--- config.mk ---
export PLATFORM = sky130hd
export DESIGN_NAME = sram_rw_port_ctrl
export DESIGN_NICKNAME = d
export VERILOG_FILES = /design/src/rtl/sram_ctrl_pkg.sv /design/src/rtl/sram_resp_buf.sv /design/src/rtl/sram_rw_port_ctrl.sv
export SDC_FILE = /design/constraint.sdc
export NUM_CORES = 1
export LEC_CHECK = 0
export ABC_AREA = 1
export CAP_MARGIN = 20
export CORE_MARGIN = 2
export CORE_UTILIZATION = 40
export DETAILED_ROUTE_END_ITERATION = 12
export PLACE_DENSITY = 0.78
export SYNTH_ARGS = -nofsm -noshare
export SYNTH_HDL_FRONTEND = slang
export SYNTH_SLANG_ARGS = --single-unit
export TNS_END_PERCENT = 50
--- constraint.sdc ---
create_clock -name clock -period 1.84 [get_ports clock]
set_input_delay 0.368 -clock clock [delete_from_list [all_inputs] [get_ports clock]]
set_output_delay 0.368 -clock clock [all_outputs]
set_load 0.05 [all_outputs]
--- src/rtl/sram_ctrl_pkg.sv ---
// Shared types and default sizes for the SRAM read/write port controller.
package sram_ctrl_pkg;

    localparam int DEPTH_DEF  = 64;
    localparam int ADDR_W_DEF = 6;
    localparam int WIDTH_DEF  = 6;

    typedef enum logic [1:0] {
        RST,
        INIT,
        RUN
    } ctrl_state_e;

endpackage

--- src/rtl/sram_resp_buf.sv ---
// One-entry read response slot: passes macro rdata through during the data phase,
// holds it when the consumer stalls, and frees only on a completed handshake.
module sram_resp_buf
    import sram_ctrl_pkg::*;
#(
    parameter int WIDTH = WIDTH_DEF
) (
    input  logic             clock,
    input  logic             reset_n,
    input  logic             data_phase,
    input  logic [WIDTH-1:0] sram_rdata,
    input  logic             resp_ready,
    output logic             resp_valid,
    output logic [WIDTH-1:0] resp_data,
    output logic             slot_ready
);

    logic             held_q, held_d;
    logic [WIDTH-1:0] hold_data_q, hold_data_d;

    // NOTE: every variable gets its current value as a default first, so no branch can infer a latch.
    always_comb begin
        held_d      = held_q;
        hold_data_d = hold_data_q;
        if (data_phase && !resp_ready) begin
            held_d      = 1'b1;
            hold_data_d = sram_rdata;
        end else if (held_q && resp_ready) begin
            held_d = 1'b0;
        end
    end

    // NOTE: the hold register is reset only so r_resp_data reads 0 out of reset; the macro
    // array itself is never reset here, the init sweep clears it.
    always_ff @(posedge clock or negedge reset_n) begin
        if (!reset_n) begin
            held_q      <= 1'b0;
            hold_data_q <= '0;
        end else begin
            // NOTE: non-blocking so every flop samples pre-edge values regardless of statement order.
            held_q      <= held_d;
            hold_data_q <= hold_data_d;
        end
    end

    // rdata is only trustworthy in the data phase; afterwards the captured copy is used.
    assign resp_valid = data_phase | held_q;
    assign resp_data  = data_phase ? sram_rdata : hold_data_q;
    assign slot_ready = !resp_valid || resp_ready;

endmodule

--- src/rtl/sram_rw_port_ctrl.sv ---
// Arbitrates independent write and read request streams onto a single-port,
// synchronous-read SRAM macro, clearing the array after reset.
module sram_rw_port_ctrl
    import sram_ctrl_pkg::*;
#(
    parameter int                DEPTH         = DEPTH_DEF,
    parameter int                ADDR_W        = ADDR_W_DEF,
    parameter int                WIDTH         = WIDTH_DEF,
    parameter int                INIT_ON_RESET = 1,
    parameter logic [WIDTH-1:0]  INIT_VALUE    = '0
) (
    input  logic              clock,
    input  logic              reset_n,
    output logic              init_done,
    input  logic              w_valid,
    output logic              w_ready,
    input  logic [ADDR_W-1:0] w_addr,
    input  logic [WIDTH-1:0]  w_data,
    input  logic              w_mask,
    input  logic              r_req_valid,
    output logic              r_req_ready,
    input  logic [ADDR_W-1:0] r_req_addr,
    output logic              r_resp_valid,
    input  logic              r_resp_ready,
    output logic [WIDTH-1:0]  r_resp_data,
    output logic [ADDR_W-1:0] sram_addr,
    output logic              sram_en,
    output logic              sram_wmode,
    output logic              sram_wmask,
    output logic [WIDTH-1:0]  sram_wdata,
    input  logic [WIDTH-1:0]  sram_rdata
);

    // One extra counter bit keeps the terminal compare safe from wrap-around.
    localparam int              CNT_W = ADDR_W + 1;
    localparam logic [CNT_W-1:0] LAST = CNT_W'(DEPTH - 1);

    ctrl_state_e      state_q, state_d;
    logic [CNT_W-1:0] cnt_q, cnt_d;
    logic             data_phase_q, data_phase_d;
    logic             slot_ready;
    logic             read_fire;

    always_ff @(posedge clock or negedge reset_n) begin
        if (!reset_n) begin
            state_q      <= RST;
            cnt_q        <= '0;
            data_phase_q <= 1'b0;
        end else begin
            state_q      <= state_d;
            cnt_q        <= cnt_d;
            data_phase_q <= data_phase_d;
        end
    end

    always_comb begin
        state_d = state_q;
        cnt_d   = cnt_q;
        unique case (state_q)
            RST: begin
                cnt_d   = '0;
                state_d = (INIT_ON_RESET != 0) ? INIT : RUN;
            end
            INIT: begin
                cnt_d = cnt_q + CNT_W'(1);
                if (cnt_q == LAST) begin
                    state_d = RUN;
                end
            end
            RUN:     state_d = RUN;
            default: state_d = RST;
        endcase
    end

    always_comb begin
        init_done   = 1'b0;
        w_ready     = 1'b0;
        r_req_ready = 1'b0;
        sram_en     = 1'b0;
        sram_wmode  = 1'b0;
        sram_wmask  = 1'b0;
        sram_addr   = '0;
        sram_wdata  = '0;
        unique case (state_q)
            INIT: begin
                sram_en    = 1'b1;
                sram_wmode = 1'b1;
                sram_wmask = 1'b1;
                sram_addr  = cnt_q[ADDR_W-1:0];
                sram_wdata = INIT_VALUE;
            end
            RUN: begin
                init_done = 1'b1;
                w_ready   = 1'b1;
                // Any pending write wins the port, so a same-cycle read simply waits a cycle.
                r_req_ready = !w_valid && slot_ready;
                if (w_valid) begin
                    sram_en    = 1'b1;
                    sram_wmode = 1'b1;
                    sram_wmask = w_mask;
                    sram_addr  = w_addr;
                    sram_wdata = w_data;
                end else if (r_req_valid && r_req_ready) begin
                    sram_en   = 1'b1;
                    sram_addr = r_req_addr;
                end
            end
            default: ;
        endcase
    end

    assign read_fire    = r_req_valid && r_req_ready;
    assign data_phase_d = read_fire;

    sram_resp_buf #(
        .WIDTH(WIDTH)
    ) u_resp_buf (
        .clock      (clock),
        .reset_n    (reset_n),
        .data_phase (data_phase_q),
        .sram_rdata (sram_rdata),
        .resp_ready (r_resp_ready),
        .resp_valid (r_resp_valid),
        .resp_data  (r_resp_data),
        .slot_ready (slot_ready)
    );

endmodule

==> run_results.csv <==
group,metric,value,unit
timing,worst_slack,-277,ps
route,wirelength,3.63,mm
synth,synth_nets,198,
clocking,cts_inserted_buffers,3,
pwr,power.leakage,1.09,nW
global_routing,grt.total_usage,0.231,
setup_path,critPathArrivalTime,1750,ps
route,ant_nets,0,
pwr,clkPwrFrac,0.278,
die,die_x,57.7,um
clocking,cts.path.max_buffers,2,
setup_path,r2r_setup_slack,370,ps
global_routing,overflow,0,
timing,fmaxAchievable,0.472,GHz
route,wl_per_cell,13.7,um
timing,hold_viol,0,
setup_path,crit_path_cell_trace,"buf_6 -> ha_4 -> buf_4 -> nand2_4 -> inv_4 -> o21ai_2 -> buf_6 -> nand2_2 -> buf_6",
clocking,hold_buffers,0,
synth,synth_compound_area_frac,0.179,
pwr,combPwrFrac,0.190,
finish,fillerInstances,151,
clocking,cts.sinks,17,
setup_path,crit_slowest_cell,"dfrtp_1",
synth,synthCells,164,
setup_path,cp_max_fo,5,
global_routing,grt_pass1_wl,6.02,mm
synth,synthesis.area,1150,um^2
setup_path,startpoint,"state_q[1]",
synth,synth_mux_area_frac,0,
route,viasPerCell,4.98,
setup_path,regToRegStartpoint,"state_q[1]",
place,io_buffers,54,
die,core_region_area,2760,um^2
run_status,status,"finished with violations",
clocking,cts-root-buf,"clkbuf_4",
setup_path,r2r-end,"cnt_q[3]",
clocking,clk_pin_slew,100,ps
route,drt-initial-drc-count,48,
timing,fin_crit_sh,1.15,
die,pin_count,55,
timing,rsz0062_at_grt,"yes",
global_routing,grt_pass1_vias,1303,
clocking,cts_tree,"built",
synth,yosysSeqAreaShare,0.368,
finish,num-nets-final,270,
setup_path,crit_path_end_kind,"output pin",
synth,yosysUniqueCellTypes,23,
place,hpwlAfterDp,2.63,mm
pwr,intPower,0.535,mW
timing,fin_worst_skew,3.51,ps
route,drtPass1Iterations,5,
synth,synthSimpleGateAreaFrac,0.272,
synth,synth_top_area_frac,0.368,
pwr,p_seq_frac,0.532,
place,gp_congestion,0.889,
finish,area_delta_synth_final,99.5,%
pwr,powerDensity,309,nW/um^2
pwr,vdd_ir_drop_max,0.000553,V
finish,final_layout_size_suffix_gt1_frac,0.362,
die,die-area,3330,um^2
finish,fin_util,0.835,
run,maxCapViolations,0,
timing,timing.final.crit_period,2120,ps
route,vias,1325,
global_routing,grt_antenna_before_repair,0,
global_routing,grt_max_degree,18,
synth,synth_largest_area_cell,"dfrtp_1",
run_status,violations,"negative setup slack",
clocking,htreeDepth,1,
timing,slew_headroom,0.769,
setup_path,startpoint_type,"flop",
timing,hold_ws,385,ps
pwr,switching_share,0.248,
timing,slew_violations,0,
die,die_y,57.7,um
setup_path,r2r_cells,9,
synth,synth-xor-area-share,0,
min_path,min_path_type,"in -> async",
pwr,p_switching,0.176,mW
synth,synth_top_family_by_area,"simple AND/OR/NAND/NOR gates",
synth,synth-seq-cells,17,
synth,synth-adder-area-share,0.0433,
timing,setup_viol,17,
timing,worst_pin_slew,343,ps
synth,avgSynthCellArea,7.04,um^2
setup_path,crit_top_cell,"buf_6",
synth,synthTopCellsByArea,"dfrtp_1 (37%), nand2_1 (14%), inv_1 (11%)",
route,drc_errors,0,
die,std_cell_rows,19,
setup_path,cp_slowest_stage_delay,420,ps
finish,diodes,0,
setup_path,critPathKind,"reg -> out",
die,start_util,0.419,
synth,ys_warn_count,0,
setup_path,cp_data_required_time,1470,ps
clocking,clk_latency,290,ps
-- cell type report --
| type | count | area, um^2 | share of cell area |
|---|---|---|---|
| Timing Repair Buffer | 71 | 912 | 0.396 |
| Multi-Input combinational cell | 109 | 763 | 0.331 |
| Sequential cell | 17 | 425 | 0.185 |
| Inverter | 34 | 136 | 0.0592 |
| Tap cell | 31 | 38.8 | 0.0168 |
| Clock buffer | 3 | 22.5 | 0.00978 |
| Clock inverter | 1 | 5.00 | 0.00217 |
-- Yosys cell counts --
master	count
ha_1	4
buf_4	2
and3_2	1
buf_6	1
o21ai_4	1
nand2_2	2
a22o_1	1
nand2_1	43
or2_0	1
dfrtp_1	17
nor2_1	16
o21ai_2	5
nand3_1	2
clkbuf_2	1
a21oi_2	2
nand4_4	1
o21ai_1	4
o21ai_0	16
inv_1	34
nor2_2	1
nor3_1	2
nand4_1	3
a21oi_1	4
-- flip-flops by register name, summed over array words and instances, names as in the netlist --
| signal | cells |
|---|---|
| cnt_q | 7 |
| u_resp_buf.hold_data_q | 6 |
| state_q | 2 |
| data_phase_q | 1 |
| u_resp_buf.held_q | 1 |
-- power by group through the flow --
stage	combinational, mW	sequential, mW	clock (mW)
6_report	0.135	0.378	0.198
5_1_grt	0.144	0.379	0.222
4_1_cts	0.132	0.378	0.203
3_5_place_dp	0.127	0.385	0
3_3_place_gp	0.124	0.385	0
2_1_floorplan	0.0316	0.385	0
-- worst max-delay path: cells and delay by family, from the launching register on --
family	cells	cell delay [ps]
buf+inv	5	610
fa+ha+maj	1	160
flops	1	420
simple gates	2	130
compound gates	1	140
-- layer usage --
layer / vias up / routed length (um) / global-route usage
met5: - / 0 / 0
met3: 4 / 178 / 0.0402
met1: 622 / 1310 / 0.265
li1: 657 / - / -
met4: 0 / 17 / 0.0199
met2: 42 / 2130 / 0.458
-- cells by family (layout without fill, tap and decap cells) --
family | Yosys count | count (layout)
compound gates | 33 | 33
simple gates | 72 | 72
flops | 17 | 17
fa+ha+maj | 4 | 4
buf+inv | 38 | 109
-- through the flow --
stage               power (mW)  setup WS, ps  area [um^2]  TNS (ps)  cells
finish                   0.711          -277         2300     -3490    266
global route             0.745          -379         2300     -5040    266
CTS                      0.712          -276         2270     -2830    265
detailed placement       0.512          -194         2120     -1830    257
global placement         0.509          -177         2120     -1490    257
floorplan                0.417          -266         1260     -1750    164
-- timing repair --
action / in CTS / in global routing
hold endpoints to repair: 0 / 0
buffers inserted: 4 / 2
pin swaps: 3 / 6
setup endpoints to repair: 19 / 20
resized for setup: 29 / 7
-- layout by cell type, fill, tap and decap left out --
master	netlist	routed
clkdlybuf4s50_1	0	29
o21ai_1	4	2
dfrtp_1	17	17
buf_4	2	14
nand3_1	2	2
nand4_1	3	3
ha_1	4	1
inv_1	34	29
a21oi_4	0	2
clkinvlp_4	0	1
nand2_1	43	42
inv_2	0	2
o21ai_0	16	11
nor3_4	0	1
clkbuf_4	0	3
nor2_1	16	9
nor3_1	2	1
inv_4	0	2
nand2_2	2	2
ha_4	0	3
o21ai_4	1	5
nand4_4	1	1
buf_6	1	5
a22o_1	1	1
o21ai_2	5	8
nor2_4	0	8
buf_12	0	23
or2_0	1	1
a21oi_1	4	2
and3_2	1	1
clkinv_2	0	1
a21oi_2	2	2
nand2_4	0	1
-- worst max-delay path by stage --
stage / endpoint / slack [ps]
after floorplan: r_resp_data[0] / -270
after CTS: sram_addr[1] / -280
final: sram_en / -280
after global placement: sram_en / -180
after global routing: sram_addr[1] / -380
after detailed placement: sram_en / -190
Power figures use the tool's default switching activity.
